[config.mk]
export PLATFORM = sky130hd
export DESIGN_NAME = tdes_decrypt_core_flat
export DESIGN_NICKNAME = d
export VERILOG_FILES = /design/src/rtl/tdes_pkg.sv /design/src/rtl/tdes_decrypt_core_if.sv /design/src/rtl/tdes_round.sv /design/src/rtl/tdes_decrypt_core.sv /design/src/flat_wrapper.sv
export SDC_FILE = /design/constraint.sdc
export NUM_CORES = 1
export LEC_CHECK = 0
export ABC_CLOCK_PERIOD_IN_PS = 1450
export BUFFER_PORTS_ARGS = -buffer_cell sky130_fd_sc_hd__buf_2
export CAP_MARGIN = 20
export CORE_AREA = 2 2 94 96
export CTS_CLUSTER_SIZE = 40
export DETAILED_ROUTE_END_ITERATION = 7
export DIE_AREA = 0 0 96 98
export PLACE_DENSITY = 0.51
export RECOVER_POWER = 25
export SYNTH_ARGS = -nofsm -noshare
export SYNTH_HDL_FRONTEND = slang
export SYNTH_SLANG_ARGS = --single-unit
export TNS_END_PERCENT = 50
[constraint.sdc]
create_clock -name clk -period 1.45 [get_ports clk]
set_clock_uncertainty 0.15 [all_clocks]
set_input_delay 0.145 -clock clk [delete_from_list [all_inputs] [get_ports clk]]
set_output_delay 0.145 -clock clk [all_outputs]
set_load 0.005 [all_outputs]
[src/rtl/tdes_pkg.sv]
`default_nettype none
// ============================================================================
// Module      : tdes_pkg
// Description : DES permutation/S-box tables, key rotation schedules, FSM
//               state type and bit-level permutation helpers.
// Revision    : 1.0
// ============================================================================
package tdes_pkg;

    typedef enum logic [1:0] {
        IDLE  = 2'd0,
        ROUND = 2'd1,
        DONE  = 2'd2
    } state_t;

    typedef logic [47:0] subkey_t;

    // Tables use the standard 1-based, MSB-first bit numbering.
    localparam int C_IP [64] = '{
        58, 50, 42, 34, 26, 18, 10, 2,  60, 52, 44, 36, 28, 20, 12, 4,
        62, 54, 46, 38, 30, 22, 14, 6,  64, 56, 48, 40, 32, 24, 16, 8,
        57, 49, 41, 33, 25, 17,  9, 1,  59, 51, 43, 35, 27, 19, 11, 3,
        61, 53, 45, 37, 29, 21, 13, 5,  63, 55, 47, 39, 31, 23, 15, 7};

    localparam int C_FP [64] = '{
        40, 8, 48, 16, 56, 24, 64, 32,  39, 7, 47, 15, 55, 23, 63, 31,
        38, 6, 46, 14, 54, 22, 62, 30,  37, 5, 45, 13, 53, 21, 61, 29,
        36, 4, 44, 12, 52, 20, 60, 28,  35, 3, 43, 11, 51, 19, 59, 27,
        34, 2, 42, 10, 50, 18, 58, 26,  33, 1, 41,  9, 49, 17, 57, 25};

    localparam int C_E [48] = '{
        32,  1,  2,  3,  4,  5,   4,  5,  6,  7,  8,  9,
         8,  9, 10, 11, 12, 13,  12, 13, 14, 15, 16, 17,
        16, 17, 18, 19, 20, 21,  20, 21, 22, 23, 24, 25,
        24, 25, 26, 27, 28, 29,  28, 29, 30, 31, 32,  1};

    localparam int C_P [32] = '{
        16,  7, 20, 21, 29, 12, 28, 17,   1, 15, 23, 26,  5, 18, 31, 10,
         2,  8, 24, 14, 32, 27,  3,  9,  19, 13, 30,  6, 22, 11,  4, 25};

    localparam int C_PC2 [48] = '{
        14, 17, 11, 24,  1,  5,   3, 28, 15,  6, 21, 10,
        23, 19, 12,  4, 26,  8,  16,  7, 27, 20, 13,  2,
        41, 52, 31, 37, 47, 55,  30, 40, 51, 45, 33, 48,
        44, 49, 39, 56, 34, 53,  46, 42, 50, 36, 29, 32};

    // Row-major: entry index = {row(b5,b0), col(b4..b1)}.
    localparam int C_SBOX [8][64] = '{
        '{14, 4,13, 1, 2,15,11, 8, 3,10, 6,12, 5, 9, 0, 7,
           0,15, 7, 4,14, 2,13, 1,10, 6,12,11, 9, 5, 3, 8,
           4, 1,14, 8,13, 6, 2,11,15,12, 9, 7, 3,10, 5, 0,
          15,12, 8, 2, 4, 9, 1, 7, 5,11, 3,14,10, 0, 6,13},
        '{15, 1, 8,14, 6,11, 3, 4, 9, 7, 2,13,12, 0, 5,10,
           3,13, 4, 7,15, 2, 8,14,12, 0, 1,10, 6, 9,11, 5,
           0,14, 7,11,10, 4,13, 1, 5, 8,12, 6, 9, 3, 2,15,
          13, 8,10, 1, 3,15, 4, 2,11, 6, 7,12, 0, 5,14, 9},
        '{10, 0, 9,14, 6, 3,15, 5, 1,13,12, 7,11, 4, 2, 8,
          13, 7, 0, 9, 3, 4, 6,10, 2, 8, 5,14,12,11,15, 1,
          13, 6, 4, 9, 8,15, 3, 0,11, 1, 2,12, 5,10,14, 7,
           1,10,13, 0, 6, 9, 8, 7, 4,15,14, 3,11, 5, 2,12},
        '{ 7,13,14, 3, 0, 6, 9,10, 1, 2, 8, 5,11,12, 4,15,
          13, 8,11, 5, 6,15, 0, 3, 4, 7, 2,12, 1,10,14, 9,
          10, 6, 9, 0,12,11, 7,13,15, 1, 3,14, 5, 2, 8, 4,
           3,15, 0, 6,10, 1,13, 8, 9, 4, 5,11,12, 7, 2,14},
        '{ 2,12, 4, 1, 7,10,11, 6, 8, 5, 3,15,13, 0,14, 9,
          14,11, 2,12, 4, 7,13, 1, 5, 0,15,10, 3, 9, 8, 6,
           4, 2, 1,11,10,13, 7, 8,15, 9,12, 5, 6, 3, 0,14,
          11, 8,12, 7, 1,14, 2,13, 6,15, 0, 9,10, 4, 5, 3},
        '{12, 1,10,15, 9, 2, 6, 8, 0,13, 3, 4,14, 7, 5,11,
          10,15, 4, 2, 7,12, 9, 5, 6, 1,13,14, 0,11, 3, 8,
           9,14,15, 5, 2, 8,12, 3, 7, 0, 4,10, 1,13,11, 6,
           4, 3, 2,12, 9, 5,15,10,11,14, 1, 7, 6, 0, 8,13},
        '{ 4,11, 2,14,15, 0, 8,13, 3,12, 9, 7, 5,10, 6, 1,
          13, 0,11, 7, 4, 9, 1,10,14, 3, 5,12, 2,15, 8, 6,
           1, 4,11,13,12, 3, 7,14,10,15, 6, 8, 0, 5, 9, 2,
           6,11,13, 8, 1, 4,10, 7, 9, 5, 0,15,14, 2, 3,12},
        '{13, 2, 8, 4, 6,15,11, 1,10, 9, 3,14, 5, 0,12, 7,
           1,15,13, 8,10, 3, 7, 4,12, 5, 6,11, 0,14, 9, 2,
           7,11, 4, 1, 9,12,14, 2, 0, 6,10,13,15, 3, 5, 8,
           2, 1,14, 7, 4,10, 8,13,15,12, 9, 0, 3, 5, 6,11}};

    // Encrypt: left shift before round n. Decrypt: right shift before round n
    // (round 0 uses the key as loaded).
    localparam int C_ENC_ROT [16] = '{1, 1, 2, 2, 2, 2, 2, 2, 1, 2, 2, 2, 2, 2, 2, 1};
    localparam int C_DEC_ROT [16] = '{0, 1, 2, 2, 2, 2, 2, 2, 1, 2, 2, 2, 2, 2, 2, 1};

    function automatic logic [63:0] ip_perm(input logic [63:0] x);
        logic [63:0] y;
        y = '0;
        for (int i = 0; i < 64; i++) y[6'(63 - i)] = x[6'(64 - C_IP[6'(i)])];
        return y;
    endfunction

    function automatic logic [63:0] fp_perm(input logic [63:0] x);
        logic [63:0] y;
        y = '0;
        for (int i = 0; i < 64; i++) y[6'(63 - i)] = x[6'(64 - C_FP[6'(i)])];
        return y;
    endfunction

    function automatic logic [47:0] e_expand(input logic [31:0] x);
        logic [47:0] y;
        y = '0;
        for (int i = 0; i < 48; i++) y[6'(47 - i)] = x[5'(32 - C_E[6'(i)])];
        return y;
    endfunction

    function automatic logic [31:0] p_perm(input logic [31:0] x);
        logic [31:0] y;
        y = '0;
        for (int i = 0; i < 32; i++) y[5'(31 - i)] = x[5'(32 - C_P[5'(i)])];
        return y;
    endfunction

    function automatic subkey_t pc2_perm(input logic [55:0] x);
        subkey_t y;
        y = '0;
        for (int i = 0; i < 48; i++) y[6'(47 - i)] = x[6'(56 - C_PC2[6'(i)])];
        return y;
    endfunction

    function automatic logic [3:0] sbox(input logic [2:0] b, input logic [5:0] x);
        return 4'(C_SBOX[b][{x[5], x[0], x[4:1]}]);
    endfunction

    function automatic logic [55:0] cd_rotl(input logic [55:0] cd, input logic [1:0] n);
        logic [27:0] c;
        logic [27:0] d;
        c = cd[55:28];
        d = cd[27:0];
        case (n)
            2'd1:    begin c = {c[26:0], c[27]};    d = {d[26:0], d[27]};    end
            2'd2:    begin c = {c[25:0], c[27:26]}; d = {d[25:0], d[27:26]}; end
            default: ;
        endcase
        return {c, d};
    endfunction

    function automatic logic [55:0] cd_rotr(input logic [55:0] cd, input logic [1:0] n);
        logic [27:0] c;
        logic [27:0] d;
        c = cd[55:28];
        d = cd[27:0];
        case (n)
            2'd1:    begin c = {c[0], c[27:1]};   d = {d[0], d[27:1]};   end
            2'd2:    begin c = {c[1:0], c[27:2]}; d = {d[1:0], d[27:2]}; end
            default: ;
        endcase
        return {c, d};
    endfunction

endpackage
`default_nettype wire

[src/rtl/tdes_decrypt_core_if.sv]
`default_nettype none
// ============================================================================
// Module      : tdes_decrypt_core_if
// Description : Ciphertext-in / plaintext-out valid/ready bundle.
// Revision    : 1.0
// ============================================================================
interface tdes_decrypt_core_if;
    logic        in_valid;
    logic        in_ready;
    logic [55:0] key1;
    logic [55:0] key2;
    logic [63:0] ciphertext;
    logic        out_valid;
    logic        out_ready;
    logic [63:0] plaintext;

    modport master (
        output in_valid, key1, key2, ciphertext, out_ready,
        input  in_ready, out_valid, plaintext
    );

    modport slave (
        input  in_valid, key1, key2, ciphertext, out_ready,
        output in_ready, out_valid, plaintext
    );
endinterface
`default_nettype wire

[src/rtl/tdes_round.sv]
`default_nettype none
// ============================================================================
// Module      : tdes_round
// Description : Combinational DES Feistel round: {L,R} -> {R, L ^ f(R,K)}.
// Revision    : 1.0
// ============================================================================
module tdes_round
    import tdes_pkg::*;
(
    input  wire logic [31:0] i_l,
    input  wire logic [31:0] i_r,
    input  wire subkey_t     i_key,
    output logic      [31:0] o_l,
    output logic      [31:0] o_r
);
    logic [47:0] w_x;
    logic [31:0] w_s;

    always_comb begin
        w_x = e_expand(i_r) ^ i_key;
        w_s = '0;
        for (int b = 0; b < 8; b++) begin
            w_s = {w_s[27:0], sbox(3'(b), 6'(w_x >> (42 - 6 * b)))};
        end
    end

    assign o_l = i_r;
    assign o_r = i_l ^ p_perm(w_s);
endmodule
`default_nettype wire

[src/rtl/tdes_decrypt_core.sv]
`default_nettype none
// ============================================================================
// Module      : tdes_decrypt_core
// Description : Iterative two-key 3DES (D-E-D) decrypt, one round per clock.
//               Optional macro TDES_ZEROIZE_EN clears secrets on handshake.
// Revision    : 1.0
// ============================================================================
module tdes_decrypt_core
    import tdes_pkg::*;
#(
    parameter int ROUNDS_PER_PASS = 16,
    parameter int NUM_PASSES      = 3
) (
    input wire logic           clk,
    input wire logic           rst,
    tdes_decrypt_core_if.slave bus
);
    localparam int C_TOTAL = ROUNDS_PER_PASS * NUM_PASSES;
    localparam int C_CNT_W = $clog2(C_TOTAL);
    localparam int C_RND_W = $clog2(ROUNDS_PER_PASS);
    localparam logic [C_CNT_W-1:0] C_LAST_RND = C_CNT_W'(C_TOTAL - 1);
    localparam logic [C_RND_W-1:0] C_PASS_END = C_RND_W'(ROUNDS_PER_PASS - 1);

    state_t                       r_state;
    state_t                       w_state_nx;
    logic                         w_in_ready;
    logic                         w_out_valid;
    logic                         w_accept;
    logic                         w_out_hs;
    logic [55:0]                  r_key1;
    logic [55:0]                  r_key2;
    logic [55:0]                  r_cd;
    logic [55:0]                  w_cd_rot;
    logic [31:0]                  r_l;
    logic [31:0]                  r_r;
    logic [31:0]                  w_l_nx;
    logic [31:0]                  w_r_nx;
    logic [C_CNT_W-1:0]           r_cnt;
    logic [C_RND_W-1:0]           w_rnd;
    logic [C_CNT_W-C_RND_W-1:0]   w_pass;
    logic [63:0]                  r_pt;
    subkey_t                      w_subkey;

    assign w_rnd  = r_cnt[C_RND_W-1:0];
    assign w_pass = r_cnt[C_CNT_W-1:C_RND_W];

    always_ff @(posedge clk or posedge rst) begin
        if (rst) r_state <= IDLE;
        else     r_state <= w_state_nx;
    end

    always_comb begin
        w_state_nx  = r_state;
        w_in_ready  = 1'b0;
        w_out_valid = 1'b0;
        case (r_state)
            IDLE: begin
                w_in_ready = 1'b1;
                if (bus.in_valid) w_state_nx = ROUND;
            end
            ROUND: begin
                if (r_cnt == C_LAST_RND) w_state_nx = DONE;
            end
            DONE: begin
                w_out_valid = 1'b1;
                if (bus.out_ready) w_state_nx = IDLE;
            end
            default: w_state_nx = IDLE;
        endcase
    end

    assign w_accept = bus.in_valid & w_in_ready;
    assign w_out_hs = w_out_valid & bus.out_ready;

    // Pass 1 is an encrypt pass; passes 0 and 2 walk the schedule backwards.
    always_comb begin
        w_cd_rot = r_cd;
        if (w_pass == 2'd1) w_cd_rot = cd_rotl(r_cd, 2'(C_ENC_ROT[w_rnd]));
        else                w_cd_rot = cd_rotr(r_cd, 2'(C_DEC_ROT[w_rnd]));
    end

    assign w_subkey = pc2_perm(w_cd_rot);

    tdes_round u_round (
        .i_l   (r_l),
        .i_r   (r_r),
        .i_key (w_subkey),
        .o_l   (w_l_nx),
        .o_r   (w_r_nx)
    );

    always_ff @(posedge clk or posedge rst) begin
        if (rst) begin
            r_key1 <= '0;
            r_key2 <= '0;
            r_cd   <= '0;
            r_l    <= '0;
            r_r    <= '0;
            r_cnt  <= '0;
            r_pt   <= '0;
        end else if (w_accept) begin
            r_key1     <= bus.key1;
            r_key2     <= bus.key2;
            r_cd       <= bus.key1;
            {r_l, r_r} <= ip_perm(bus.ciphertext);
            r_cnt      <= '0;
        end else if (r_state == ROUND) begin
            if (r_cnt == C_LAST_RND) begin
                r_pt  <= fp_perm({w_r_nx, w_l_nx});
                r_cnt <= '0;
            end else if (w_rnd == C_PASS_END) begin
                // Swap replaces the FP/IP pair that cancels between passes.
                r_l   <= w_r_nx;
                r_r   <= w_l_nx;
                r_cd  <= (w_pass == 2'd0) ? r_key2 : r_key1;
                r_cnt <= r_cnt + C_CNT_W'(1);
            end else begin
                r_l   <= w_l_nx;
                r_r   <= w_r_nx;
                r_cd  <= w_cd_rot;
                r_cnt <= r_cnt + C_CNT_W'(1);
            end
        end
`ifdef TDES_ZEROIZE_EN
        else if (w_out_hs) begin
            r_key1 <= '0;
            r_key2 <= '0;
            r_cd   <= '0;
            r_l    <= '0;
            r_r    <= '0;
        end
`endif
    end

    assign bus.in_ready  = w_in_ready;
    assign bus.out_valid = w_out_valid;
`ifdef TDES_ZEROIZE_EN
    assign bus.plaintext = w_out_valid ? r_pt : 64'd0;
`else
    assign bus.plaintext = r_pt;
`endif
endmodule
`default_nettype wire

[src/flat_wrapper.sv]
// flat-port wrapper written by rule: the top's interface ports become plain ports
module tdes_decrypt_core_flat import tdes_pkg::*;
#(
    parameter int ROUNDS_PER_PASS = 16,
    parameter int NUM_PASSES      = 3
)
  (clk, rst, bus_in_valid, bus_key1, bus_key2, bus_ciphertext, bus_out_ready, bus_in_ready, bus_out_valid, bus_plaintext);
  tdes_decrypt_core_if bus_i ();
  input wire logic clk;
  input wire logic rst;
  input wire logic [$bits(bus_i.in_valid)-1:0] bus_in_valid;
  input wire logic [$bits(bus_i.key1)-1:0] bus_key1;
  input wire logic [$bits(bus_i.key2)-1:0] bus_key2;
  input wire logic [$bits(bus_i.ciphertext)-1:0] bus_ciphertext;
  input wire logic [$bits(bus_i.out_ready)-1:0] bus_out_ready;
  output wire logic [$bits(bus_i.in_ready)-1:0] bus_in_ready;
  output wire logic [$bits(bus_i.out_valid)-1:0] bus_out_valid;
  output wire logic [$bits(bus_i.plaintext)-1:0] bus_plaintext;
  assign bus_i.in_valid = bus_in_valid;
  assign bus_i.key1 = bus_key1;
  assign bus_i.key2 = bus_key2;
  assign bus_i.ciphertext = bus_ciphertext;
  assign bus_i.out_ready = bus_out_ready;
  assign bus_in_ready = bus_i.in_ready;
  assign bus_out_valid = bus_i.out_valid;
  assign bus_plaintext = bus_i.plaintext;
  tdes_decrypt_core #(.ROUNDS_PER_PASS(ROUNDS_PER_PASS), .NUM_PASSES(NUM_PASSES)) u_core (.clk(clk), .rst(rst), .bus(bus_i));
endmodule
## Word-level counts from Yosys, hierarchy flattened

Index checks and enable logic that the tools add are counted.
W data, S select, Z words.

| storage, ports and cells | value |
|---|---|
| bits in registers | 8 |
| bits in latches | 0 |
| bits in writable memories | 0 |
| bits in read-only memories | 0 |
| input port bits | 180 |
| output and inout bits | 66 |
| word-level logic and storage cells | 22 |
| memories | 0 |

| cells by class | value |
|---|---|
| $add $sub $neg | 1 |
| $mul | 0 |
| div/mod/pow operators | 0 |
| magnitude comparators | 0 |
| equal/unequal tests | 6 |
| shift operators | 0 |
| mux-type cells | 9 |
| bitwise operators | 1 |
| reductions and logical operators | 3 |

Operator list:

| operator | number |
|---|---|
| $mux W6 | 3 |
| $add A6 B1 Y6 const B | 1 |
| $eq A6 B6 Y1 const B | 1 |
| $mux W2 | 3 |
| $ne A2 B2 Y1 const B | 3 |
| $pmux W2 S3 | 1 |
| $reduce_and A3 Y1 | 1 |
| $eq A2 B1 Y1 const B | 1 |
| $eq A2 B2 Y1 const B | 1 |
| $logic_not A2 Y1 | 1 |
| $mux W1 | 2 |
| $reduce_bool A2 Y1 | 1 |
| $and A1 B1 Y1 | 1 |

## Longest topological paths before layout

Gate-level depths: netlist of run 1.

| logic depth | value |
|---|---|
| depth after elaboration | 4 |
| mapped depth | 4 |
| depth with buffers taken out | 4 |

## Least setup slack after synthesis of run 1

No wires, ideal clock.

| path | value |
|---|---|
| kind | reg-to-reg |
| start point | reg u_core.r_cnt[0] |
| end point | reg u_core.r_state[0] |
| setup time | 0.136 ns |
| arrival | 1.169 ns |
| required time | 1.164 ns |
| slack | -0.005 ns |
| stages on the path, launching flop included | 5 |
| buffers on the path | 0 |
| clock period less this slack | 1.455 ns |
| cells stage by stage | dfrtp_1 ha_1 nand3_2 or3_4 nor2b_1 |

| between the ends | value |
|---|---|
| word-level cells in the longest chain between the ends | 3 |

RTL lines:

| item | RTL line | text |
|---|---|---|
| start: declaration | tdes_decrypt_core.sv:38 | `logic [C_CNT_W-1:0] r_cnt;` |
| start signal: assignment | tdes_decrypt_core.sv:116 | `r_cnt <= r_cnt + C_CNT_W'(1);` |
| start signal: assignment | tdes_decrypt_core.sv:121 | `r_cnt <= r_cnt + C_CNT_W'(1);` |
| $eq A6 B6 Y1 | tdes_decrypt_core.sv:62 | `if (r_cnt == C_LAST_RND) w_state_nx = DONE;` |
| $ne A2 B2 Y1 (no source line) | - |  |
| $reduce_and A3 Y1 (no source line) | - |  |
| end signal: assignment | tdes_decrypt_core.sv:49 | `else r_state <= w_state_nx;` |
| end: declaration | tdes_decrypt_core.sv:24 | `state_t r_state;` |

Every way passes these cells.
A chain may end at the register's enable or synchronous reset.

## Worst setup path in the final report of run 1

| path | value |
|---|---|
| start point | reg u_core.r_cnt[1] |
| end point | reg u_core.r_state[0] |

The elaborated chain is that of the path after synthesis.

==> impl_metrics.py, run 1 <==
metrics = {
    "status": {
        "status": "completed",
    },
    "power_and_ir_drop": {
        "vdd_drop_max_mv": 0.297,
        "p_leak_nw": 0.495,
        "power_mw": 1.14,
        "p_per_area_nw_per_um2": 1210,
    },
    "grt": {
        "grt_max_degree": 10,
        "grt_pass1_wl_um": 1710,
        "grt_overflow": 0,
        "grt_pass1_vias": 413,
        "antenna_found_initial": 0,
        "globalRouteTotalUtil_pct": 2.51,
    },
    "worst_setup_path": {
        "crit_type": "flip-flop to flip-flop",
        "setup.worst_path.start_class": "flip-flop",
        "required_ns": 1.41,
        "cp-end-kind": "flip-flop",
        "arrival_ns": 1.38,
        "crit_path_max_fanout": 3,
    },
    "die": {
        "placementRows": 34,
        "core_area_um2": 8470,
        "die-area_um2": 9410,
        "num_io_pins": 246,
        "start_util_pct": 10.8,
        "die_w_um": 96,
        "fp.dieH_um": 98,
    },
    "clocking": {
        "cts.sinks": 8,
        "cts_tree": "yes",
        "path_clk_slew_ns": 0.04,
        "cts_max_level": 1,
        "clock-root-buffer": "clkbuf_8",
        "clk-insertion-delay-late_ns": 0.23,
        "post_cts_buffers": 0,
        "cts_max_path_buffers": 2,
        "cts_buffers": 3,
    },
    "sta": {
        "timing.hold.ws_ns": 0.0284,
        "setup_viol": 0,
        "rsz0062_at_grt": "true",
        "min_period_ns": 1.42,
        "fmax_mhz": 704,
        "drv_slew": 0,
        "fin_ws_ns": 0.0298,
        "hold_violations": 0,
        "fin_crit_sh_pct": 97.9,
        "fin_setup_tns_ns": 0,
    },
    "finish": {
        "syn2layout_area_growth_pct": 3.00,
        "n_antenna_cell": 0,
        "final_common_cell": "conb_1",
        "multi_input_area_um2": 475,
        "fin_cells": 232,
        "regArea_um2": 200,
        "fillers": 977,
        "final_cell_mix": "64 x conb_1, 8 x dfrtp_1, 7 x buf_4",
        "layout-drive-gt1-share_pct": 17.7,
        "layout.nets": 307,
    },
    "run": {
        "drv_cap": 0,
    },
    "logic_synthesis": {
        "synth_top_family_by_area": "buffers and inverters",
        "synth-compound-area-share_pct": 7.90,
        "synth-simple-area-share_pct": 11.6,
        "ys_seq_area_share_pct": 21.8,
        "ys_warn_count": 0,
        "synth.distinct_cells": 22,
        "postSynthCellCount": 110,
        "synth-seq-cells": 8,
        "synthAdderAreaFrac_pct": 1.36,
        "synth_xor_xnor_area_share_pct": 0,
        "muxShareOfSynthArea_pct": 3.27,
        "avgSynthCellArea_um2": 8.35,
        "synth_area_um2": 918,
    },
    "routing": {
        "post-route-drc-count": 0,
        "vias": 547,
        "wl_per_cell_um": 5.38,
        "first_iter_violations": 2,
        "viasPerCell": 2.36,
        "antenna_left": 0,
        "firstDrtPassIters": 4,
        "drt-total-wl_um": 1250,
    },
    "worst_hold_path": {
        "hold_class": "input port to flip-flop",
    },
    "place": {
        "pre_cts_slack_ns": 0.00623,
        "port_buffers": 5,
        "routabilityCongestion": 0.733,
        "dp.cells": 228,
        "dp_hpwl_um": 985,
    },
}
[through the flow]
step	cell area (um2)	utilization, %
2_1_floorplan	1160	-
3_3_place_gp	885	10.4
3_5_place_dp	885	10.4
4_1_cts	936	11.1
5_1_grt	946	11.2
6_report	946	11.2
[critical path: stages, from the launching register on]
cell	delay (ns)
dfrtp_1	0.35
ha_2	0.19
nand3_2	0.09
or3_4	0.39
nor2b_4	0.13
[report_power, final]
part	leakage [nW]	switching [mW]	total (mW)	internal [mW]
logic	0.378	0.220	0.463	0.243
clock network	0.0216	0.0931	0.273	0.180
registers	0.0954	0.0864	0.404	0.318
total	0.495	0.400	1.14	0.740
[repair_timing]
| action | 4_1_cts | 5_1_grt |
|---|---|---|
| hold endpoints to repair | 8 | 0 |
| hold buffers | 1 | 0 |
| setup endpoints to repair | 1 | 7 |
| gates resized for setup | 0 | 2 |
[cell usage after synthesis (all sizes together)]
cell	instances	area share, %
buf	65	53
dfrtp	8	22
o21ai	7	4.2
nand2	6	2.5
nor2	4	1.6
mux2i	3	3.3
inv	2	0.82
nand2b	2	1.4
nand3	2	1.6
nor2b	2	1.4
a21bo	1	1.1
a32oi	1	0.95
and4	1	1.1
conb	1	0.41
ha	1	1.4
nor3b	1	0.82
o21bai	1	0.82
o31ai	1	0.82
or3	1	1.2
[path summary, 6_finish.rpt]
check,start,end,slack (ns),depth (start not counted)
worst max register to register,u_core.r_cnt[1]$_DFFE_PP0P_,u_core.r_state[0]$_DFFE_PP0P_,0.03,4
min in group asynchronous,rst,u_core.r_cnt[0]$_DFFE_PP0P_,0.27,3
max in group asynchronous,rst,u_core.r_state[0]$_DFFE_PP0P_,0.64,3
worst min register to register,u_core.r_cnt[5]$_DFFE_PP0P_,u_core.r_cnt[5]$_DFFE_PP0P_,0.38,2
worst min-delay path,bus_out_ready,u_core.r_state[1]$_DFFE_PP0P_,0.03,3
worst max-delay path,u_core.r_cnt[1]$_DFFE_PP0P_,u_core.r_state[0]$_DFFE_PP0P_,0.03,4
[state kept, by name (all words and copies together) (netlist names)]
register        count
u_core.r_state      2
u_core.r_cnt        6
[logic make-up after synthesis]
logic type,count (synthesis)
AO/OA/AOI/OAI,11
adder cells (fa/ha/maj),1
buffers and inverters,67
flip-flops,8
multiplexers,3
other,1
AND/OR/NAND/NOR,19
[layout make-up]
type	instances	area share, %
clock buffers	3	4.37
inverters	2	0.794
multi-input cells	98	50.3
flip-flops and latches	8	21.2
well taps	108	14.3
repair buffers	13	9.13
[per-layer routing]
metal | track usage (%) | vias to the layer above | routed length [um]
li1 | - | 253 | -
met1 | 2.44 | 234 | 462
met2 | 4.01 | 56 | 527
met3 | 0.463 | 4 | 196
met4 | 2.97 | 0 | 62
met5 | 0 | - | 0
Note: power is estimated with default switching activity, not from simulation.
==> run 2: changes to the inputs <==
--- a/config.mk
+++ b/config.mk
@@ -5,6 +5,7 @@
 export SDC_FILE = /design/constraint.sdc
 export NUM_CORES = 1
 export LEC_CHECK = 0
+export ABC_AREA = 1
 export ABC_CLOCK_PERIOD_IN_PS = 1450
 export BUFFER_PORTS_ARGS = -buffer_cell sky130_fd_sc_hd__buf_2
 export CAP_MARGIN = 20
==> impl_metrics.py, run 2 <==
metrics = {
    "place": {
        "routabilityCongestion": 0.704,
        "port_buffers": 5,
        "dp_hpwl_um": 1030,
        "pre_cts_slack_ns": 0.165,
    },
    "logic_synthesis": {
        "synth.distinct_cells": 17,
        "ys_top_cells_by_count": "64 x buf_4, 21 x nand2_1, 8 x dfrtp_1, 8 x inv_1, 4 x nor2_1",
        "postSynthCellCount": 122,
        "avgSynthCellArea_um2": 7.54,
        "async_flop_share_pct": 100,
        "netlist_top_cells_area": "buf_4 52%, dfrtp_1 22%, nand2_1 8.6%",
        "synth-seq-cells": 8,
        "ys_seq_area_share_pct": 21.8,
        "ys_warn_count": 0,
        "synth_edf_count": 0,
        "netlist.area_leader.share_pct": 52.2,
        "yosysMostFrequentCell": "buf_4",
        "synth_area_um2": 920,
        "yosys.area.top_type": "buf_4",
        "synth_flop_cell": "dfrtp_1",
    },
    "worst_setup_path": {
        "crit_type": "flip-flop to flip-flop",
        "reg2regPathDepth": 4,
        "arrival_ns": 1.22,
        "crit_path_max_fanout": 4,
        "regToRegEndpoint": "u_core.r_cnt[3]$_DFFE_PP0P_",
        "worstSetupEndpoint": "u_core.r_cnt[3]$_DFFE_PP0P_",
        "regToRegSetupSlack_ns": 0.17,
        "setup.worst_path.start_class": "flip-flop",
        "required_ns": 1.40,
        "crit_path_start": "u_core.r_cnt[0]$_DFFE_PP0P_",
        "timing.rr.start": "u_core.r_cnt[0]$_DFFE_PP0P_",
        "cp-end-kind": "flip-flop",
    },
    "power_and_ir_drop": {
        "internal-power_mw": 0.409,
        "switching_share_pct": 24.6,
        "sequentialPowerShare_pct": 41.3,
        "p_leak_nw": 0.485,
        "p_clk_share_pct": 49.0,
        "vdd_drop_max_mv": 0.208,
        "switchingPower_mw": 0.133,
        "pwr-share-comb_pct": 9.7,
        "p_per_area_nw_per_um2": 601,
    },
    "finish": {
        "largest_registers": "u_core.r_cnt: 6 flops, u_core.r_state: 2 flops",
        "multi_input_area_um2": 445,
        "regArea_um2": 200,
        "final_common_cell": "conb_1",
        "final_cell_mix": "64 x conb_1, 21 x nand2_1, 8 x inv_1, 8 x dfrtp_1, 5 x buf_2",
        "layout-drive-gt1-share_pct": 9.85,
        "layout.nets": 315,
        "syn2layout_area_growth_pct": -1.90,
        "largest_reg_flops": 6,
        "fillers": 973,
        "post-route-util_pct": 10.7,
        "regMostFlops": "u_core.r_cnt",
        "n_antenna_cell": 0,
    },
    "status": {
        "status": "completed",
    },
    "sta": {
        "setup_viol": 0,
        "hold_violations": 0,
        "fin_setup_tns_ns": 0,
        "drv_slew": 0,
        "fmax_mhz": 784,
        "fin_crit_sh_pct": 88.0,
        "rsz0062_at_grt": "false",
        "min_period_ns": 1.28,
        "fin_ws_ns": 0.174,
    },
    "routing": {
        "vias": 555,
        "first_iter_violations": 6,
        "viasPerCell": 2.31,
        "firstDrtPassIters": 4,
        "antenna_left": 0,
        "post-route-drc-count": 0,
        "wl_per_cell_um": 5.23,
        "drt-total-wl_um": 1260,
    },
    "die": {
        "start_util_pct": 10.9,
        "die-area_um2": 9410,
        "fp.dieH_um": 98,
        "core_area_um2": 8470,
        "die_w_um": 96,
        "placementRows": 34,
        "num_io_pins": 246,
    },
    "run": {
        "drv_cap": 0,
    },
    "clocking": {
        "cts_max_level": 1,
        "cts_max_path_buffers": 2,
        "ctsResizeCount": 0,
        "clock-root-buffer": "clkbuf_8",
        "cts_tree": "yes",
        "cts_buffers": 3,
        "clk-insertion-delay-late_ns": 0.23,
        "path_clk_slew_ns": 0.04,
        "cts.sinks": 8,
    },
    "grt": {
        "grt_max_degree": 9,
        "grt_pass1_vias": 401,
        "grt_overflow": 0,
        "grt_pass1_wl_um": 1860,
        "globalRouteTotalUtil_pct": 2.57,
        "antenna_found_initial": 0,
    },
    "worst_hold_path": {
        "hold_class": "input port to flip-flop",
        "hold_depth": 3,
    },
}
## run 2: cell types whose count changed after synthesis, moves of 2 or more
cell	before	now
nand3_1	1	3
o21ai_0	6	3
mux2i_1	3	0
nand4_1	0	2
nand2_1	6	21
nand2b_1	2	0
nor2b_1	2	0
inv_1	2	8
## run 2: area by class of cell
| cell class | instances | area share [%] |
|---|---|---|
| repair buffers | 8 | 5.55 |
| well taps | 108 | 15.0 |
| multi-input cells | 105 | 49.4 |
| flip-flops and latches | 8 | 22.2 |
| inverters | 8 | 3.33 |
| clock buffers | 3 | 4.58 |
## run 2: how the worst min path moves through the flow
stage          slack (ns)    startpoint                       endpoint
6_report            0.008  bus_in_valid  u_core.r_state[0]$_DFFE_PP0P_
5_1_grt              0.01  bus_in_valid  u_core.r_state[0]$_DFFE_PP0P_
4_1_cts             0.007  bus_in_valid  u_core.r_state[0]$_DFFE_PP0P_
3_5_place_dp        -0.02           rst  u_core.r_state[1]$_DFFE_PP0P_
3_3_place_gp        -0.04           rst    u_core.r_cnt[4]$_DFFE_PP0P_
2_1_floorplan       -0.19           rst    u_core.r_cnt[0]$_DFFE_PP0P_
## run 2: power groups by stage
stage          registers (mW)  logic (mW)  clock network [mW]
6_report                0.224      0.0524               0.266
5_1_grt                 0.224      0.0610               0.290
4_1_cts                 0.224      0.0488               0.278
3_5_place_dp            0.227      0.0467                   0
3_3_place_gp            0.227      0.0463                   0
2_1_floorplan           0.227       0.166                   0
## run 2: repair_timing
action	CTS	global route
endpoints found under the hold margin	8	0
hold buffers	1	0
buffers inserted	0	0
## run 2: critical path, stage by stage (launching register included)
cell	delay (ns)
dfrtp_1	0.34
ha_1	0.22
nand3_2	0.13
o21ai_2	0.20
o21ai_0	0.11
## run 2: cells by family (layout without fill, tap and decap cells)
| family | after synthesis | after routing | synth area share (%) |
|---|---|---|---|
| flip-flops | 8 | 8 | 21.8 |
| XOR/XNOR | 2 | 2 | 1.91 |
| AND/OR/NAND/NOR | 32 | 32 | 15.0 |
| buffers and inverters | 72 | 19 | 55.5 |
| AO/OA/AOI/OAI | 6 | 6 | 4.08 |
| adder cells (fa/ha/maj) | 1 | 1 | 1.36 |
| other | 1 | 64 | 0.408 |
## run 2: per-layer routing
| layer | share of wire, % | GRT usage, % | wire length, um | vias to the layer above |
|---|---|---|---|---|
| li1 | - | - | - | 269 |
| met1 | 39 | 3.20 | 491 | 231 |
| met2 | 43 | 3.53 | 537 | 51 |
| met3 | 15 | 0.694 | 193 | 4 |
| met4 | 2.6 | 2.31 | 33 | 0 |
| met5 | 0 | 0 | 0 | - |
## run 2: metrics by stage
| step | total power, mW | cells | area [um2] | hold slack, ns |
|---|---|---|---|---|
| after global placement | 0.274 | 236 | 851 | -0.0368 |
| after CTS | 0.551 | 240 | 902 | 0.00713 |
| after floorplan | 0.393 | 185 | 1160 | -0.189 |
| after global routing | 0.575 | 240 | 902 | 0.0115 |
| final | 0.543 | 240 | 902 | 0.00799 |
| after detailed placement | 0.274 | 236 | 851 | -0.0230 |
==> run 3: changes to the inputs <==
--- a/config.mk
+++ b/config.mk
@@ -9,11 +9,11 @@
 export ABC_CLOCK_PERIOD_IN_PS = 1450
 export BUFFER_PORTS_ARGS = -buffer_cell sky130_fd_sc_hd__buf_2
 export CAP_MARGIN = 20
-export CORE_AREA = 2 2 94 96
+export CORE_AREA = 5 5 92 94
 export CTS_CLUSTER_SIZE = 40
 export DETAILED_ROUTE_END_ITERATION = 7
-export DIE_AREA = 0 0 96 98
-export PLACE_DENSITY = 0.51
+export DIE_AREA = 0 0 97 99
+export PLACE_DENSITY = 0.56
 export RECOVER_POWER = 25
 export SYNTH_ARGS = -nofsm -noshare
 export SYNTH_HDL_FRONTEND = slang
==> impl_metrics.py, run 3 (same netlist as run 2, synthesis figures left out) <==
metrics = {
    "clocking": {
        "path_clk_slew_ns": 0.04,
        "clk-insertion-delay-late_ns": 0.23,
        "cts_buffers": 3,
        "clock-root-buffer": "clkbuf_8",
        "cts_max_path_buffers": 2,
        "cts.sinks": 8,
        "cts_tree": "yes",
        "cts_max_level": 1,
        "post_cts_buffers": 0,
    },
    "place": {
        "port_buffers": 5,
        "placed_area_um2": 843,
        "dp.cells": 230,
        "routabilityCongestion": 0.732,
        "pre_cts_slack_ns": 0.168,
        "dp_hpwl_um": 1240,
    },
    "power_and_ir_drop": {
        "vdd_drop_max_mv": 0.180,
        "power_mw": 0.546,
        "p_leak_nw": 0.485,
        "p_per_area_nw_per_um2": 610,
    },
    "finish": {
        "final_cell_mix": "64 x conb_1, 21 x nand2_1, 8 x inv_1, 8 x dfrtp_1, 5 x buf_2",
        "fillers": 856,
        "stdcell_area_um2": 895,
        "layout.nets": 315,
        "fin_cells": 234,
        "syn2layout_area_growth_pct": -2.72,
        "largest_reg_flops": 6,
        "layout-drive-gt1-share_pct": 9.85,
        "largest_registers": "u_core.r_cnt: 6 flops, u_core.r_state: 2 flops",
        "final_common_cell": "conb_1",
        "post-route-util_pct": 11.8,
        "regMostFlops": "u_core.r_cnt",
        "n_antenna_cell": 0,
    },
    "worst_setup_path": {
        "arrival_ns": 1.27,
        "cp-end-kind": "flip-flop",
        "crit_type": "flip-flop to flip-flop",
        "crit_path_max_fanout": 3,
        "required_ns": 1.46,
        "reg2regPathDepth": 6,
        "setup.worst_path.start_class": "flip-flop",
    },
    "grt": {
        "globalRouteTotalUtil_pct": 2.64,
        "grt_overflow": 0,
        "grt_pass1_wl_um": 1890,
        "antenna_found_initial": 0,
        "grt_pass1_vias": 467,
        "grt_max_degree": 9,
    },
    "routing": {
        "post-route-drc-count": 0,
        "vias": 546,
        "drt-total-wl_um": 1440,
        "antenna_left": 0,
        "firstDrtPassIters": 4,
        "viasPerCell": 2.33,
        "first_iter_violations": 14,
        "wl_per_cell_um": 6.15,
    },
    "sta": {
        "min_period_ns": 1.26,
        "rsz0062_at_grt": "false",
        "fin_crit_sh_pct": 86.9,
        "drv_slew": 0,
        "fin_ws_ns": 0.190,
        "timing.hold.ws_ns": 0.00576,
        "setup_viol": 0,
        "fmax_mhz": 793,
        "fin_setup_tns_ns": 0,
        "hold_violations": 0,
    },
    "worst_hold_path": {
        "hold_depth": 3,
        "hold_class": "input port to flip-flop",
    },
    "die": {
        "fp.dieH_um": 99,
        "core_area_um2": 7570,
        "start_util_pct": 12.2,
        "die-area_um2": 9600,
        "num_io_pins": 246,
        "die_w_um": 97,
        "placementRows": 32,
    },
    "status": {
        "status": "completed",
    },
    "run": {
        "drv_cap": 0,
    },
}
run 3: power breakdown:
| group | switching [mW] | internal, mW | total (mW) |
|---|---|---|---|
| clock network | 0.0875 | 0.180 | 0.267 |
| registers | 0 | 0.224 | 0.224 |
| logic | 0.0488 | 0.00515 | 0.0540 |
run 3: layout make-up:
cell class	count	area (um2)	area share (%)
repair buffers	8	50.0	5.59
inverters	8	30.0	3.36
clock buffers	3	41.3	4.62
flip-flops and latches	8	200	22.4
well taps	102	128	14.3
multi-input cells	105	445	49.8
run 3: layer usage:
layer	track usage, %	part of all wire (%)	vias to the layer above
met3	1.13	17	4
met1	3.01	38	222
met2	3.29	40	55
li1	-	-	265
met4	3.24	4.4	0
met5	0	0	-
run 3: path summary, 6_finish.rpt:
check,from,slack [ns],to
hold / removal,bus_in_valid,0.006,u_core.r_state[0]$_DFFE_PP0P_
max in group asynchronous,rst,0.65,u_core.r_cnt[3]$_DFFE_PP0P_
min in group asynchronous,rst,0.26,u_core.r_state[1]$_DFFE_PP0P_
setup reg to reg,u_core.r_cnt[0]$_DFFE_PP0P_,0.19,u_core.r_cnt[5]$_DFFE_PP0P_
setup / recovery,u_core.r_cnt[0]$_DFFE_PP0P_,0.19,u_core.r_cnt[5]$_DFFE_PP0P_
hold reg to reg,u_core.r_cnt[4]$_DFFE_PP0P_,0.35,u_core.r_cnt[4]$_DFFE_PP0P_
run 3: repair_timing:
action,4_1_cts,5_1_grt
hold buffers,1,0
resized for setup,0,0
hold endpoints to repair,8,0
setup endpoints to repair,0,0
run 3: worst max-delay path: stages, from the launching register on:
cell,delay (ns)
dfrtp_1,0.37
ha_1,0.24
nand3_2,0.12
nor2_2,0.05
nor2_1,0.12
nand3_1,0.09
nand2_1,0.06
